==> src/rtl/country_road_monitor.sv <==
// country_road_monitor: country-road car queue with a green-light drain FSM and a light-protocol checker.
// Defining MON_VIOL_COUNT_EN adds a saturating viol_count output.
module country_road_monitor #(
  parameter int CNT_W        = 4,
  parameter int DRAIN_CYCLES = 2,
  parameter int Y2RDELAY     = 3
) (
  input  logic             clock,
  input  logic             clear,
  input  logic             car_arrive,
  input  logic [1:0]       highway,
  input  logic [1:0]       country,
  output logic             x,
  output logic [CNT_W-1:0] car_count,
  output logic             car_depart,
  output logic             overflow,
  output logic             violation,
`ifdef MON_VIOL_COUNT_EN
  output logic [7:0]       viol_count,
`endif
  output logic [2:0]       viol_code
);
  localparam logic [1:0] RED    = 2'd0;
  localparam logic [1:0] YELLOW = 2'd1;
  localparam logic [1:0] GREEN  = 2'd2;
  localparam logic [1:0] ILL    = 2'd3;
  localparam logic [CNT_W-1:0] CNT_MAX = '1;
  localparam logic [3:0] DRAIN_LD = 4'(DRAIN_CYCLES - 1);
  localparam logic [2:0] Y2R = 3'(Y2RDELAY);
  typedef enum logic {IDLE, PASS} state_t;
  state_t           state_q, state_d;
  logic [3:0]       tmr_q, tmr_d;
  logic [CNT_W-1:0] cnt_q, cnt_d;
  logic             dep_q, dep_d;
  logic             ovf_q, ovf_d;
  logic             vio_q, vio_d;
  logic [2:0]       code_q, code_d;
  logic [1:0]       phw_q, phw_d, pcn_q, pcn_d;
  logic             pv_q, pv_d;
  logic [2:0]       yh_q, yh_d, yc_q, yc_d;
  logic [2:0]       cur_code;
  always_comb begin
    dep_d   = state_q == PASS && country == GREEN && tmr_q == 4'd0;
    state_d = state_q;
    tmr_d   = tmr_q;
    if (state_q == IDLE) begin
      if (country == GREEN && cnt_q != '0) begin
        state_d = PASS;
        tmr_d   = DRAIN_LD;
      end
    end else if (country != GREEN || dep_d) begin
      state_d = IDLE;
    end else begin
      tmr_d = tmr_q - 4'd1;
    end
  end
  // a simultaneous arrival and departure leaves the queue untouched, even when full
  always_comb begin
    cnt_d = cnt_q;
    ovf_d = ovf_q;
    if (car_arrive && !dep_d) begin
      if (cnt_q == CNT_MAX) ovf_d = 1'b1;
      else cnt_d = cnt_q + 1'b1;
    end else if (!car_arrive && dep_d) begin
      cnt_d = cnt_q - 1'b1;
    end
  end
  always_comb begin
    cur_code = !pv_q ? 3'd0 :
               (highway != RED && country != RED) ? 3'd1 :
               (highway == ILL || country == ILL) ? 3'd2 :
               ((phw_q == GREEN && highway == RED) || (pcn_q == GREEN && country == RED)) ? 3'd3 :
               ((phw_q == RED && highway == YELLOW) || (pcn_q == RED && country == YELLOW)) ? 3'd4 :
               ((phw_q == YELLOW && highway == RED && yh_q < Y2R) ||
                (pcn_q == YELLOW && country == RED && yc_q < Y2R)) ? 3'd5 : 3'd0;
    vio_d  = vio_q | (cur_code != 3'd0);
    code_d = vio_q ? code_q : cur_code;
    yh_d   = highway != YELLOW ? 3'd0 : (yh_q == 3'd7 ? 3'd7 : yh_q + 3'd1);
    yc_d   = country != YELLOW ? 3'd0 : (yc_q == 3'd7 ? 3'd7 : yc_q + 3'd1);
    phw_d  = highway;
    pcn_d  = country;
    pv_d   = 1'b1;
  end
  always_ff @(posedge clock) begin
    if (clear) begin
      state_q <= IDLE;
      tmr_q   <= '0;
      cnt_q   <= '0;
      dep_q   <= 1'b0;
      ovf_q   <= 1'b0;
      vio_q   <= 1'b0;
      code_q  <= '0;
      phw_q   <= RED;
      pcn_q   <= RED;
      pv_q    <= 1'b0;
      yh_q    <= '0;
      yc_q    <= '0;
    end else begin
      state_q <= state_d;
      tmr_q   <= tmr_d;
      cnt_q   <= cnt_d;
      dep_q   <= dep_d;
      ovf_q   <= ovf_d;
      vio_q   <= vio_d;
      code_q  <= code_d;
      phw_q   <= phw_d;
      pcn_q   <= pcn_d;
      pv_q    <= pv_d;
      yh_q    <= yh_d;
      yc_q    <= yc_d;
    end
  end
`ifdef MON_VIOL_COUNT_EN
  logic [7:0] vc_q, vc_d;
  always_comb vc_d = (cur_code != 3'd0 && vc_q != 8'hFF) ? vc_q + 8'd1 : vc_q;
  always_ff @(posedge clock) begin
    if (clear) vc_q <= '0;
    else vc_q <= vc_d;
  end
  assign viol_count = vc_q;
`endif
  assign x          = cnt_q != '0;
  assign car_count  = cnt_q;
  assign car_depart = dep_q;
  assign overflow   = ovf_q;
  assign violation  = vio_q;
  assign viol_code  = code_q;
endmodule
==> config.mk <==
export PLATFORM = sky130hd
export DESIGN_NAME = country_road_monitor
export DESIGN_NICKNAME = d
export VERILOG_FILES = /design/src/rtl/country_road_monitor.sv
export SDC_FILE = /design/constraint.sdc
export NUM_CORES = 1
export LEC_CHECK = 0
export CORE_ASPECT_RATIO = 0.7
export CORE_MARGIN = 4
export CORE_UTILIZATION = 56
export DETAILED_ROUTE_END_ITERATION = 7
export GPL_ROUTABILITY_DRIVEN = 0
export PLACE_DENSITY_LB_ADDON = 0.15
export SLEW_MARGIN = 10
export SYNTH_ARGS = -nofsm -noshare
export SYNTH_HDL_FRONTEND = slang
export SYNTH_SLANG_ARGS = --single-unit
==> constraint.sdc <==
create_clock -name clock -period 6.4 [get_ports clock]
set_clock_uncertainty 0.15 [all_clocks]
set_input_delay 1.28 -clock clock [delete_from_list [all_inputs] [get_ports clock]]
set_output_delay 1.28 -clock clock [all_outputs]
set_load 0.01 [all_outputs]
# Yosys cells after proc, flatten, opt, wreduce, memory -nomap -nowiden
# Cells that the tools add are included.
# W data, S select, Z words.
[word_totals] reg_bits=26 latch_bits=0 ramBits=0 romBits=0 inputBits=7 out_inout_bits=11 n_memories=0
[op_classes] n_addsub=5 n_mul=0 div_mod_pow=0 order_cmp=2 eq_ne=17 shifts=0 n_mux=18 bitwise=1 n_reduce_logical=37
[ops] op="$mux W3" count=8
[ops] op="$mux W4" count=6
[ops] op="$logic_and A1 B1 Y1" count=14
[ops] op="$eq A2 B2 Y1 const B" count=5
[ops] op="$eq A2 B1 Y1 const B" count=4
[ops] op="$logic_not A2 Y1" count=4
[ops] op="$reduce_bool A2 Y1" count=4
[ops] op="$sub A4 B1 Y4 const B" count=2
[ops] op="$add A3 B1 Y3 const B" count=2
[ops] op="$eq A3 B3 Y1 const B" count=2
[ops] op="$lt A3 B2 Y1 const B" count=2
[ops] op="$ne A2 B2 Y1 const B" count=3
[ops] op="$reduce_and A2 Y1" count=3
[ops] op="$logic_or A1 B1 Y1" count=5
[ops] op="$add A4 B1 Y4 const B" count=1
[ops] op="$eq A4 B4 Y1 const B" count=1
[ops] op="$logic_not A4 Y1" count=1
[ops] op="$mux W1" count=4
[ops] op="$ne A2 B1 Y1 const B" count=2
[ops] op="$reduce_bool A4 Y1" count=1
[ops] op="$reduce_or A2 Y1" count=2
[ops] op="$reduce_bool A3 Y1" count=1
[ops] op="$logic_not A1 Y1" count=2
[ops] op="$or A1 B1 Y1" count=1

# Longest topological paths before layout
[depth] depth_word=12 mapped_depth=10

# Least setup slack after synthesis
# No wires, ideal clock.
[synth_path] path_type="input to register" start="input port country[0]" end="register cnt_q[3] (netlist: car_count[3])" setup_ns=0.121 arrival_time_ns=2.947 slack_ns=3.181 cell_stages=8 path_buffers=0 path_cell_list="and2b_2 > nand4_4 > nand2_1 > ha_1 > a21o_1 > a21o_1 > o31a_1 > mux2_4"
[synth_between] elab_chain_cells=7 elab_cells_between_ends=10 classes_between="eq/ne: 2; mux: 1; reduce/logical: 7"
[synth_rtl] item="start, declared" line="12" rtl="input logic [1:0] country,"
[synth_rtl] item="$eq A2 B2 Y1 *" line="43" rtl="dep_d = state_q == PASS && country == GREEN && tmr_q == 4'd0;"
[synth_rtl] item="$logic_and A1 B1 Y1 * (2 in a row)" line="43"
[synth_rtl] item="$logic_not A1 Y1" line="61" rtl="if (car_arrive && !dep_d) begin"
[synth_rtl] item="$logic_and A1 B1 Y1" line="61"
[synth_rtl] item="$ne A2 B2 Y1 (no line) / $reduce_bool A2 Y1 (equally long branches)"
[synth_rtl] item="$reduce_and A2 Y1 (no line)"
[synth_rtl] item="end signal, assigned" line="101" rtl="cnt_q <= cnt_d;"
[synth_rtl] item="end, declared" line="33" rtl="logic [CNT_W-1:0] cnt_q, cnt_d;"
# Mark *: on every way between the ends. The rest lies on a longest branch, timed or not.
# A chain may end at the register's enable or synchronous reset.

# Final worst setup path
[layout_path] start="input port country[1]" end="register cnt_q[3] (netlist: car_count[3])"
# The elaborated chain is that of the path after synthesis.

==> results_dict.tcl <==
set metrics [dict create \
    drt_iter0_drc 72 \
    utilization_pct 74.6 \
    cp.depth 10 \
    detailed_place_hpwl_microns 1990 \
    p_total_mw 0.342 \
    die_h_microns 47.2 \
    grt_pass1_wl_microns 4330 \
    coreArea_sq_mm 0.00197 \
    gr-total-overflow 0 \
    crit_buf_inv 1 \
    grt_usage_pct 19.3 \
    nFillCells 161 \
    clk-insertion-delay-late_ns 0.33 \
    holdBufCountCts 0 \
    first_global_vias 980 \
    cts-root-buf "clkbuf_4" \
    final_cell_mix "dfxtp_1 (26), nor2_1 (24), clkdlybuf4s50_1 (17), nand2_1 (10), a21oi_1 (9)" \
    crit_path_start_kind "input pin" \
    setup_slack_ns 2.80 \
    reg2regPathDepth 10 \
    max_slew_margin_pct 49.8 \
    antenna_cells 0 \
    cpMaxStageDelayCell "clkdlybuf4s50_1" \
    drc 0 \
    period_needed_ns 3.60 \
    cts_buffers 3 \
    wl_per_cell_microns 14.4 \
    postCtsSetupBuffers 0 \
    ys_warn_count 0 \
    die_x_microns 64.0 \
    antenna_found_initial 0 \
    max_freq_mhz 278 \
    syn_to_final_growth_pct 19.2 \
    clkTransAtPathRegs_ns 0.14 \
    synthCells 132 \
    htree_levels 1 \
    drv_cap 0 \
    wirelength_microns 2610 \
    fin_nets 165 \
    setup_viol 0 \
    r2r_start "tmr_q[0]" \
    setup_tns_ns 0 \
    clkSinkCount 26 \
    hold_violations 0 \
    clk_path_buf_depth 2 \
    ir_drop_mv 0.124 \
    synth_area_sq_mm 0.00123 \
    critPathKind "in -> reg" \
    required_ns 6.48 \
    crit_end "car_count[3]" \
    placed_cell_area_sq_mm 0.00143 \
    pre_cts_ws_ns 2.45 \
    worstPathCellList "clkdlybuf4s50_1 > and2b_2 > nand4_4 > nand2_1 > ha_1 > a21o_1 > a21o_1 > nand4_1 > o31a_1 > mux2_4" \
    worstReg2RegEnd "car_count[3]" \
    syn_nets 145 \
    port_buffers 17 \
    grt_max_degree 21 \
    min_period_over_period_pct 56.3 \
    design_area_sq_mm 0.00147 \
    drive_above_1_share_pct 9.93 \
    cts_resized 0 \
    setup.worst_path.start "country[1]" \
    r2r_slack_ns 3.86 \
    ys_types 37 \
    vias_per_cell 5.71 \
    first_pass_iters 4 \
    crit_family "simple AND/OR/NAND/NOR gates" \
    worstPathArrival_ns 3.69 \
    leakage_nw 0.563 \
    seq_area_frac_synth_pct 42.3 \
    cpMostUsedCell "a21o_1" \
    syn_area_per_cell_sq_um 9.33 \
    multi_input_area_sq_um 677 \
    initial_core_util_pct 62.6 \
    floorplan.rows 13 \
    vias 1034 \
    status "finished, final reports clean" \
    num_io_pins 18 \
    slowest_delay_ns 0.58 \
    seq_area_sq_um 520 \
    final_common_cell "dfxtp_1" \
    ant_nets 0 \
    cp-end-kind "register" \
    rsz0062_at_grt "false" \
    slew_violations 0 \
    dieArea_sq_mm 0.00302 \
    crit_path_max_fanout 7 \
    ys_ff_latch 26 \
    tritoncts "built" \
    hold_class "reg -> reg" \
    tightest_slew_ns 0.751 \
    pwr_density_cell_mw_per_mm2 233 \
]
[report_power, final]
part / internal [mW] / switching [mW]
registers: 0.172 / 0.0119
logic: 0.0379 / 0.0363
clock network: 0.0349 / 0.0491
total: 0.244 / 0.0973
[worst min-delay path by stage]
stage	cells after the start	slack (ns)	startpoint	end
after floorplan	1	0.29	yc_q[0]	yc_q[0]
after global placement	2	0.30	viol_code[0]	viol_code[0]
after detailed placement	2	0.31	viol_code[0]	viol_code[0]
after CTS	2	0.33	viol_code[0]	viol_code[0]
after global routing	2	0.34	viol_code[0]	viol_code[0]
final	2	0.32	viol_code[0]	viol_code[0]
[cells by family after synthesis]
group	synth area share (%)
compound gates	15.9
xor+xnor	2.13
fa+ha+maj	6.71
buf+inv	2.74
flops	42.3
mux	3.86
simple gates	26.4
[synthesized netlist by cell type, drive strengths merged]
library cell	instances	area, sq um
a2111oi	1	15.0
a211oi	2	20.0
a21o	2	15.0
a21oi	9	45.0
a22oi	2	15.0
a31o	1	8.76
a31oi	2	12.5
and2b	1	8.76
clkbuf	2	7.51
dfxtp	26	521
fa	1	20.0
ha	5	62.6
inv	7	26.3
mux2	1	15.0
mux2i	2	32.5
nand2	10	37.5
nand2b	2	12.5
nand3	1	5.00
nand4	6	52.6
nand4bb	1	11.3
nor2	24	90.1
nor2b	5	31.3
nor3	3	20.0
nor4	1	12.5
nor4b	3	26.3
o211ai	1	21.3
o21ai	2	10.0
o21bai	2	15.0
o2bb2ai	1	8.76
o31a	1	8.76
or3	1	6.26
or4	1	11.3
xnor2	3	26.3
[worst reg2reg max path, cell delays in order, from the launching register on]
cell and delay, ns:
dfxtp_1 0.35, inv_1 0.12, ha_1 0.26, nand4_4 0.18
nand2_1 0.18, ha_1 0.25, a21o_1 0.17, a21o_1 0.19
nand4_1 0.11, o31a_1 0.18, mux2_4 0.30
[per-layer routing]
layer | vias up | wire length (microns) | GRT usage [%]
li1 | 506 | - | -
met1 | 495 | 1210 | 21.8
met2 | 28 | 1210 | 34.3
met3 | 5 | 145 | 6.22
met4 | 0 | 43 | 9.01
met5 | - | 0 | 0
[state kept, by name (all words and copies together) (netlist names)]
name	count
pcn_q	2
pv_q	1
yc_q	3
phw_q	2
car_count	4
state_q	1
viol_code	3
violation	1
car_depart	1
overflow	1
tmr_q	4
yh_q	3
[per-stage QoR]
stage	hold slack, ns	cells
4_1_cts	0.327	181
3_5_place_dp	0.308	177
2_1_floorplan	0.286	132
6_report	0.322	181
3_3_place_gp	0.295	177
5_1_grt	0.344	181
[cell type report]
cell class                 count  area share [%]
tap                           30            2.56
multi-input combinational     97            46.1
timing repair buffer          17            11.6
sequential                    26            35.5
inverter                       7            1.79
clock buffer                   4            2.47
No activity file was read; power rests on OpenSTA's default activity.
